===== src/rtl/ps2_pkg.sv =====
// Shared PS/2 definitions: state encoding, timing conversion, frame and mouse command constants.
package ps2_pkg;

   typedef enum logic [2:0] {
      ST_IDLE    = 3'd0,
      ST_INHIBIT = 3'd1,
      ST_REQ     = 3'd2,
      ST_SHIFT   = 3'd3,
      ST_ACK     = 3'd4
   } state_t;

   // Clock frequency in Hz divided by this gives cycles per microsecond.
   localparam int unsigned US_TO_CYCLES = 1_000_000;

   localparam int unsigned DATA_BITS = 8;
   localparam int unsigned STOP_EDGE = 10;

   localparam logic [7:0] CMD_RESET  = 8'hFF;
   localparam logic [7:0] CMD_ENABLE = 8'hF4;

   // Converts a duration in microseconds to system clock cycles.
   function automatic int unsigned us_to_cycles(input int unsigned freq_hz, input int unsigned us);
      return (freq_hz / US_TO_CYCLES) * us;
   endfunction

endpackage


===== src/rtl/ps2_line_sync.sv =====
// Two-flop synchroniser for one raw PS/2 line plus falling-edge detect.
// Flops reset to 1, the idle level of a pulled-up open-drain line.
module ps2_line_sync (
   input  logic clk,
   input  logic rst_n,
   input  logic line,
   output logic level,
   output logic fall_c
);

   logic meta;
   logic prev;

   // Synchroniser chain and one-cycle history of the synchronised level.
   always_ff @(posedge clk or negedge rst_n) begin
      if (!rst_n) begin
         meta  <= 1'b1;
         level <= 1'b1;
         prev  <= 1'b1;
      end else begin
         meta  <= line;
         level <= meta;
         prev  <= level;
      end
   end

   assign fall_c = prev & ~level;

endmodule


===== src/rtl/ps2_host_tx.sv =====
// PS/2 host-to-device transmitter: inhibit, request-to-send, clock out 8 data bits,
// odd parity and stop, then read the device ACK.
// Optional macro PS2_TX_TIMEOUT_EN adds a watchdog on device clocking.
module ps2_host_tx
   import ps2_pkg::*;
#(
   parameter int unsigned CLK_FREQ_HZ = 100_000_000,
   parameter int unsigned INHIBIT_US  = 100,
   parameter int unsigned TIMEOUT_US  = 15000
) (
   input  logic       clk,
   input  logic       rst_n,
   input  logic [7:0] tx_data,
   input  logic       tx_valid,
   output logic       tx_ready,
   input  logic       ps2_clk_in,
   input  logic       ps2_data_in,
   output logic       ps2_clk_oe,
   output logic       ps2_data_oe,
   output logic       tx_done,
   output logic       tx_err
);

   localparam int unsigned INHIBIT_CYCLES = us_to_cycles(CLK_FREQ_HZ, INHIBIT_US);
   localparam int unsigned INH_W          = $clog2(INHIBIT_CYCLES + 1);

   state_t           state, state_d;
   logic [INH_W-1:0] inh_cnt, inh_d;
   logic [3:0]       bit_cnt, bit_d;
   logic [7:0]       data_q, data_d;
   logic             parity_q, parity_d;
   logic             clk_oe_d, data_oe_d, ready_d, done_d, err_d;
   logic             clk_level_unused;
   logic             clk_fall;
   logic             data_level;
   logic             data_fall_unused;

   ps2_line_sync u_clk_sync (
      .clk    (clk),
      .rst_n  (rst_n),
      .line   (ps2_clk_in),
      .level  (clk_level_unused),
      .fall_c (clk_fall)
   );

   ps2_line_sync u_data_sync (
      .clk    (clk),
      .rst_n  (rst_n),
      .line   (ps2_data_in),
      .level  (data_level),
      .fall_c (data_fall_unused)
   );

`ifdef PS2_TX_TIMEOUT_EN
   localparam int unsigned TIMEOUT_CYCLES = us_to_cycles(CLK_FREQ_HZ, TIMEOUT_US);
   localparam int unsigned WD_W           = $clog2(TIMEOUT_CYCLES + 1);

   logic [WD_W-1:0] wd_cnt, wd_d;

   // Watchdog register: cycles since the last device clock edge while clocking is expected.
   always_ff @(posedge clk or negedge rst_n) begin
      if (!rst_n) wd_cnt <= '0;
      else        wd_cnt <= wd_d;
   end
`else
   localparam int unsigned timeout_unused = TIMEOUT_US;
`endif

   // State, datapath and registered outputs.
   always_ff @(posedge clk or negedge rst_n) begin
      if (!rst_n) begin
         state       <= ST_IDLE;
         inh_cnt     <= '0;
         bit_cnt     <= '0;
         data_q      <= '0;
         parity_q    <= 1'b0;
         ps2_clk_oe  <= 1'b0;
         ps2_data_oe <= 1'b0;
         tx_ready    <= 1'b1;
         tx_done     <= 1'b0;
         tx_err      <= 1'b0;
      end else begin
         state       <= state_d;
         inh_cnt     <= inh_d;
         bit_cnt     <= bit_d;
         data_q      <= data_d;
         parity_q    <= parity_d;
         ps2_clk_oe  <= clk_oe_d;
         ps2_data_oe <= data_oe_d;
         tx_ready    <= ready_d;
         tx_done     <= done_d;
         tx_err      <= err_d;
      end
   end

   // Next-state and next-output logic; line drives are computed for the state being entered.
   always_comb begin
      state_d   = state;
      inh_d     = inh_cnt;
      bit_d     = bit_cnt;
      data_d    = data_q;
      parity_d  = parity_q;
      clk_oe_d  = ps2_clk_oe;
      data_oe_d = ps2_data_oe;
      done_d    = 1'b0;
      err_d     = 1'b0;
`ifdef PS2_TX_TIMEOUT_EN
      wd_d      = '0;
`endif

      case (state)
         ST_IDLE: begin
            clk_oe_d  = 1'b0;
            data_oe_d = 1'b0;
            bit_d     = '0;
            if (tx_valid && tx_ready) begin
               data_d    = tx_data;
               parity_d  = ~^tx_data;
               inh_d     = '0;
               state_d   = ST_INHIBIT;
               clk_oe_d  = 1'b1;
               data_oe_d = (INHIBIT_CYCLES == 1);
            end
         end
         ST_INHIBIT: begin
            if (inh_cnt == INH_W'(INHIBIT_CYCLES - 1)) begin
               state_d   = ST_REQ;
               clk_oe_d  = 1'b0;
               data_oe_d = 1'b1;
               bit_d     = '0;
            end else begin
               inh_d     = inh_cnt + INH_W'(1);
               data_oe_d = (inh_d == INH_W'(INHIBIT_CYCLES - 1));
            end
         end
         ST_REQ: begin
            state_d = ST_SHIFT;
         end
         ST_SHIFT: begin
            if (clk_fall) begin
               bit_d = bit_cnt + 4'd1;
               if (bit_cnt < 4'(DATA_BITS)) begin
                  data_oe_d = ~data_q[bit_cnt[2:0]];
               end else if (bit_cnt == 4'(DATA_BITS)) begin
                  data_oe_d = ~parity_q;
               end else begin
                  data_oe_d = 1'b0;
                  state_d   = ST_ACK;
               end
            end
         end
         ST_ACK: begin
            if (clk_fall) begin
               done_d    = ~data_level;
               err_d     = data_level;
               state_d   = ST_IDLE;
               clk_oe_d  = 1'b0;
               data_oe_d = 1'b0;
               bit_d     = '0;
            end
         end
         default: begin
            state_d   = ST_IDLE;
            clk_oe_d  = 1'b0;
            data_oe_d = 1'b0;
            bit_d     = '0;
         end
      endcase

`ifdef PS2_TX_TIMEOUT_EN
      if (state == ST_REQ || state == ST_SHIFT || state == ST_ACK) begin
         wd_d = clk_fall ? '0 : wd_cnt + WD_W'(1);
         if (wd_cnt == WD_W'(TIMEOUT_CYCLES - 1)) begin
            state_d   = ST_IDLE;
            clk_oe_d  = 1'b0;
            data_oe_d = 1'b0;
            bit_d     = '0;
            done_d    = 1'b0;
            err_d     = 1'b1;
            wd_d      = '0;
         end
      end
`endif

      ready_d = (state_d == ST_IDLE);
   end

endmodule


===== config.mk =====
export PLATFORM = sky130hd
export DESIGN_NAME = ps2_host_tx
export DESIGN_NICKNAME = d
export VERILOG_FILES = /design/src/rtl/ps2_pkg.sv /design/src/rtl/ps2_line_sync.sv /design/src/rtl/ps2_host_tx.sv
export SDC_FILE = /design/constraint.sdc
export NUM_CORES = 1
export LEC_CHECK = 0
export ABC_AREA = 1
export CAP_MARGIN = 0
export CORE_ASPECT_RATIO = 2
export CORE_MARGIN = 4
export CORE_UTILIZATION = 35
export CTS_CLUSTER_DIAMETER = 40
export DETAILED_ROUTE_END_ITERATION = 10
export GPL_ROUTABILITY_DRIVEN = 0
export SLEW_MARGIN = 5
export SYNTH_ARGS = -nofsm -noshare
export SYNTH_HDL_FRONTEND = slang
export SYNTH_HIERARCHICAL = 1
export SYNTH_SLANG_ARGS = --single-unit

===== constraint.sdc =====
create_clock -name clk -period 2.08 [get_ports clk]
set_clock_uncertainty 0.1 [all_clocks]
set_input_delay 0.312 -clock clk [delete_from_list [all_inputs] [get_ports clk]]
set_output_delay 0.312 -clock clk [all_outputs]
set_load 0.01 [all_outputs]

==> results.json, run 1 <==
{
  "status": "finished with violations",
  "violations": "hold timing",
  "viasPerCell": 4.91,
  "p_leak_nw": 1.20,
  "clk_pin_slew_ps": 60,
  "place_ws_ps": 174,
  "start_util": 0.363,
  "first_pass_iters": 4,
  "core_sq_um": 6060,
  "antenna_found_initial": 0,
  "area_growth_pct": 19.7,
  "setup_viol": 0,
  "drv_cap": 0,
  "drive_above_1_share": 0.142,
  "fin_nets": 304,
  "hold_viol": 17,
  "drv_slew": 0,
  "grt_max_degree": 41,
  "clk_path_buf_depth": 2,
  "cts_tree": "built",
  "setup_tns_ps": 0,
  "mostFrequentLayoutCells": "58 x nand2_1, 35 x inv_1, 34 x dfrtp_1",
  "grt_pass1_wl_microns": 8870,
  "grt.total_usage": 0.147,
  "ys_warn_count": 6,
  "tightest_slew_ps": 511,
  "rsz0062_at_grt": "false",
  "clock_latency_ps": 280,
  "antenna_left": 0,
  "syn_inst": 264,
  "numCtsBuffers": 5,
  "root_buffer": "clkbuf_16",
  "netlist_area_sq_um": 2200,
  "worstRegToRegCells": 7,
  "holdWs_ps": -16.7,
  "vias": 1827,
  "post-route-cell-area_sq_um": 2640,
  "wl_microns": 5160,
  "ctsHtreeMaxLevel": 2,
  "die_x_microns": 64.1,
  "vdd_ir_drop_max_mv": 0.564,
  "hold_buffers": 0,
  "fin_ws_ps": 246,
  "rows": 40,
  "syn_nets": 281,
  "fmax_ghz": 0.545,
  "placed_cell_area_sq_um": 2470,
  "cp-start-kind": "flip-flop",
  "die_area_sq_um": 7700,
  "drc": 0,
  "period_share": 0.882,
  "avgRoutedWirePerCell_microns": 13.9,
  "path_max_fanout": 12,
  "avgSynthCellArea_sq_um": 8.34,
  "io_pins": 18,
  "end_kind": "flip-flop",
  "arrival_ps": 1920,
  "grt_overflow_total": 0,
  "total_power_mw": 1.71,
  "final_common_cell": "nand2_1",
  "period_needed_ps": 1830,
  "dr.first_iter.drc_count": 92,
  "hp-class": "input pin to async pin",
  "die_height_microns": 120,
  "relSlewSlack": 0.659,
  "required_ps": 2160,
  "clkSinkCount": 40,
  "cellPowerDensity_nw_per_um2": 649,
  "port_buffers": 17,
  "grt_pass1_vias": 1988,
  "crit_type": "flip-flop to flip-flop",
  "n_antenna_cell": 0,
  "dpl.hpwl_microns": 3990
}
## what timing repair did
action                     CTS  global route
resized for setup            0             1
setup buffers                0             0
setup endpoints to repair    0             1
hold endpoints to repair     0             0
## registers in the layout, indices dropped and copies added, names as in the netlist
| name | count |
|---|---|
| bit_cnt | 4 |
| data_q | 8 |
| inh_cnt | 14 |
| parity_q | 1 |
| ps2_clk_oe | 1 |
| ps2_data_oe | 1 |
| state | 3 |
| tx_done | 1 |
| tx_err | 1 |
| tx_ready | 1 |
| u_clk_sync/level | 1 |
| u_clk_sync/meta | 1 |
| u_clk_sync/prev | 1 |
| u_data_sync/level | 1 |
| u_data_sync/meta | 1 |
## metal layers
layer	routed length, microns	global-route usage
met5	0	0
met4	242	0.0798
met3	108	0.0206
met2	3130	0.306
met1	1680	0.124
## power breakdown
part           switching [mW]  internal [mW]  total (mW)
clock network           0.291          0.564       0.855
logic                  0.0321         0.0352      0.0673
registers             0.00189          0.787       0.789
## path summary, 6_finish.rpt
| check | to | slack [ps] | from |
|---|---|---|---|
| max | inh_cnt[7] | 250 | inh_cnt[1] |
| min | tx_done | -20 | rst_n |
| max reg2reg | inh_cnt[7] | 250 | inh_cnt[1] |
| min reg2reg | u_clk_sync/level | 260 | u_clk_sync/meta |
| max in group asynchronous | tx_ready | 1520 | rst_n |
| min in group clk | u_clk_sync/level | 260 | u_clk_sync/meta |
## stage by stage
step / utilization / hold slack, ps / std cells
after floorplan: - / -83.6 / 264
after global placement: 0.408 / 246 / 364
after detailed placement: 0.408 / 248 / 364
after CTS: 0.435 / 5.41 / 372
after global routing: 0.435 / 36.2 / 372
final: 0.435 / -16.7 / 372
## worst max-delay path, cell delays in order, from the launching register on
cell and delay [ps]:
dfrtp_1 410, ha_2 290, nand4_2 160, nor3_4 260, nor2_4 100, clkinv_4 100
nand2_4 130, o22ai_1 190
## final cells by class
cell class                 instances  area, sq um
inverter                          36          140
fill                             623         3420
clock inverter                     2         35.0
sequential                        40         1010
tap                               84          105
clock buffer                       6          129
timing repair buffer              21          195
multi-input combinational        183         1020
(Power assumes the default switching activity.)
==> run 2, diff against run 1 <==
Settings changed: GPL_ROUTABILITY_DRIVEN 0 to not set, SKIP_CTS_REPAIR_TIMING set to 1.
==> results of run 2 <==
Same layout as run 1: the final DEF is identical, and so are final timing and power.
==> run 3, diff against run 2 <==
Settings changed: CORE_ASPECT_RATIO 2 to not set.
==> results.json, run 3 (same netlist as run 1, synthesis figures left out) <==
{
  "status": "complete, no violations",
  "required_ps": 2190,
  "grt_pass1_wl_microns": 7850,
  "grt_pass1_vias": 1755,
  "placed_cell_area_sq_um": 2480,
  "grt_max_degree": 41,
  "rows": 28,
  "clock_latency_ps": 300,
  "r2r_slack_ps": 220,
  "cellPowerDensity_nw_per_um2": 580,
  "routabilityCongestion": 0.836,
  "rsz0062_at_grt": "false",
  "cp_slowest_cell": "dfrtp_1",
  "cts_tree": "built",
  "drive_above_1_share": 0.148,
  "root_buffer": "clkbuf_8",
  "period_share": 0.895,
  "worstPathCellList": "ha_2 > nand4_2 > nor3_4 > nor2_4 > clkinv_4 > nand2_4 > o21ai_0",
  "port_buffers": 17,
  "mostFrequentLayoutCells": "58 x nand2_1, 35 x inv_1, 34 x dfrtp_1",
  "relSlewSlack": 0.796,
  "vias": 1787,
  "clk_pin_slew_ps": 90,
  "cp-start-kind": "flip-flop",
  "nFillCells": 625,
  "ctsHtreeMaxLevel": 2,
  "largest_register_ffs": 14,
  "n_antenna_cell": 0,
  "clk_path_buf_depth": 2,
  "worstRegToRegCells": 7,
  "hold_viol": 0,
  "path_max_fanout": 12,
  "end_kind": "flip-flop",
  "start_util": 0.365,
  "setup_viol": 0,
  "antenna_left": 0,
  "regMostFlops": "inh_cnt",
  "dpl.hpwl_microns": 3320,
  "period_needed_ps": 1860,
  "first_pass_iters": 4,
  "cp.depth": 7,
  "stdcell_count": 365,
  "worst_path_largest_cell_delay_ps": 430,
  "io_pins": 18,
  "cp-startpoint": "inh_cnt[1]",
  "drv_cap": 0,
  "dr.first_iter.drc_count": 98,
  "wl_microns": 4430,
  "crit_type": "flip-flop to flip-flop",
  "avgRoutedWirePerCell_microns": 12.1,
  "tightest_slew_ps": 303,
  "crit_end": "inh_cnt[11]",
  "die_height_microns": 87.3,
  "worstReg2RegEnd": "inh_cnt[11]",
  "clkSinkCount": 40,
  "die_area_sq_um": 7620,
  "area_growth_pct": 18.4,
  "dp.cells": 356,
  "die_x_microns": 87.3,
  "reg2reg_from": "inh_cnt[1]",
  "hp-class": "flip-flop to flip-flop",
  "cp_top_family": "simple AND/OR/NAND/NOR gates",
  "drc": 0,
  "setup_tns_ps": 0,
  "viasPerCell": 4.90,
  "grt_overflow_total": 0,
  "arrival_ps": 1970,
  "vdd_ir_drop_max_mv": 0.424,
  "core_sq_um": 6030,
  "numCtsBuffers": 5,
  "fin_nets": 306,
  "p_leak_nw": 1.20,
  "fmax_ghz": 0.537,
  "antenna_found_initial": 0,
  "grt.total_usage": 0.130,
  "final_common_cell": "nand2_1",
  "largestRegisters": "inh_cnt (14), data_q (8), bit_cnt (4)",
  "crit_buf_inv": 1,
  "post-route-cell-area_sq_um": 2610,
  "drv_slew": 0,
  "holdWs_ps": 259
}
-- run 3: metal layers --
| metal | track usage | vias to the layer above | share of wire |
|---|---|---|---|
| li1 | - | 906 | - |
| met1 | 0.161 | 838 | 0.44 |
| met2 | 0.227 | 34 | 0.51 |
| met3 | 0.0255 | 9 | 0.039 |
| met4 | 0.0418 | 0 | 0.016 |
| met5 | 0 | - | 0 |
-- run 3: worst min-delay path by stage --
stage,startpoint,to,slack (ps),cells after the start
after floorplan,rst_n,bit_cnt[0],-80,0
after global placement,rst_n,inh_cnt[6],200,2
after detailed placement,rst_n,inh_cnt[5],200,2
after CTS,rst_n,inh_cnt[5],-130,2
after global routing,u_clk_sync/meta,u_clk_sync/level,270,0
final,u_data_sync/meta,u_data_sync/level,260,0
-- run 3: final cells by class --
class	instances	area (sq um)	area share
Sequential cell	40	1010	0.387
Clock inverter	3	47.5	0.0182
Multi-Input combinational cell	183	1020	0.392
Inverter	36	140	0.0538
Clock buffer	5	68.8	0.0264
Timing Repair Buffer	23	225	0.0864
Tap cell	75	93.8	0.0360
-- run 3: metrics by stage --
step	util	power [mW]	worst slack (ps)
6_report	0.433	1.51	218
5_1_grt	0.433	1.58	60.5
4_1_cts	0.430	1.54	134
3_5_place_dp	0.411	0.876	162
3_3_place_gp	0.411	0.876	264
2_1_floorplan	-	0.827	373
-- run 3: power by group --
part | leakage (nW) | total, mW | internal, mW | switching (mW)
sequential | 0.502 | 0.788 | 0.786 | 0.00194
clock | 0.0583 | 0.652 | 0.361 | 0.291
combinational | 0.635 | 0.0716 | 0.0391 | 0.0324
total | 1.20 | 1.51 | 1.19 | 0.325
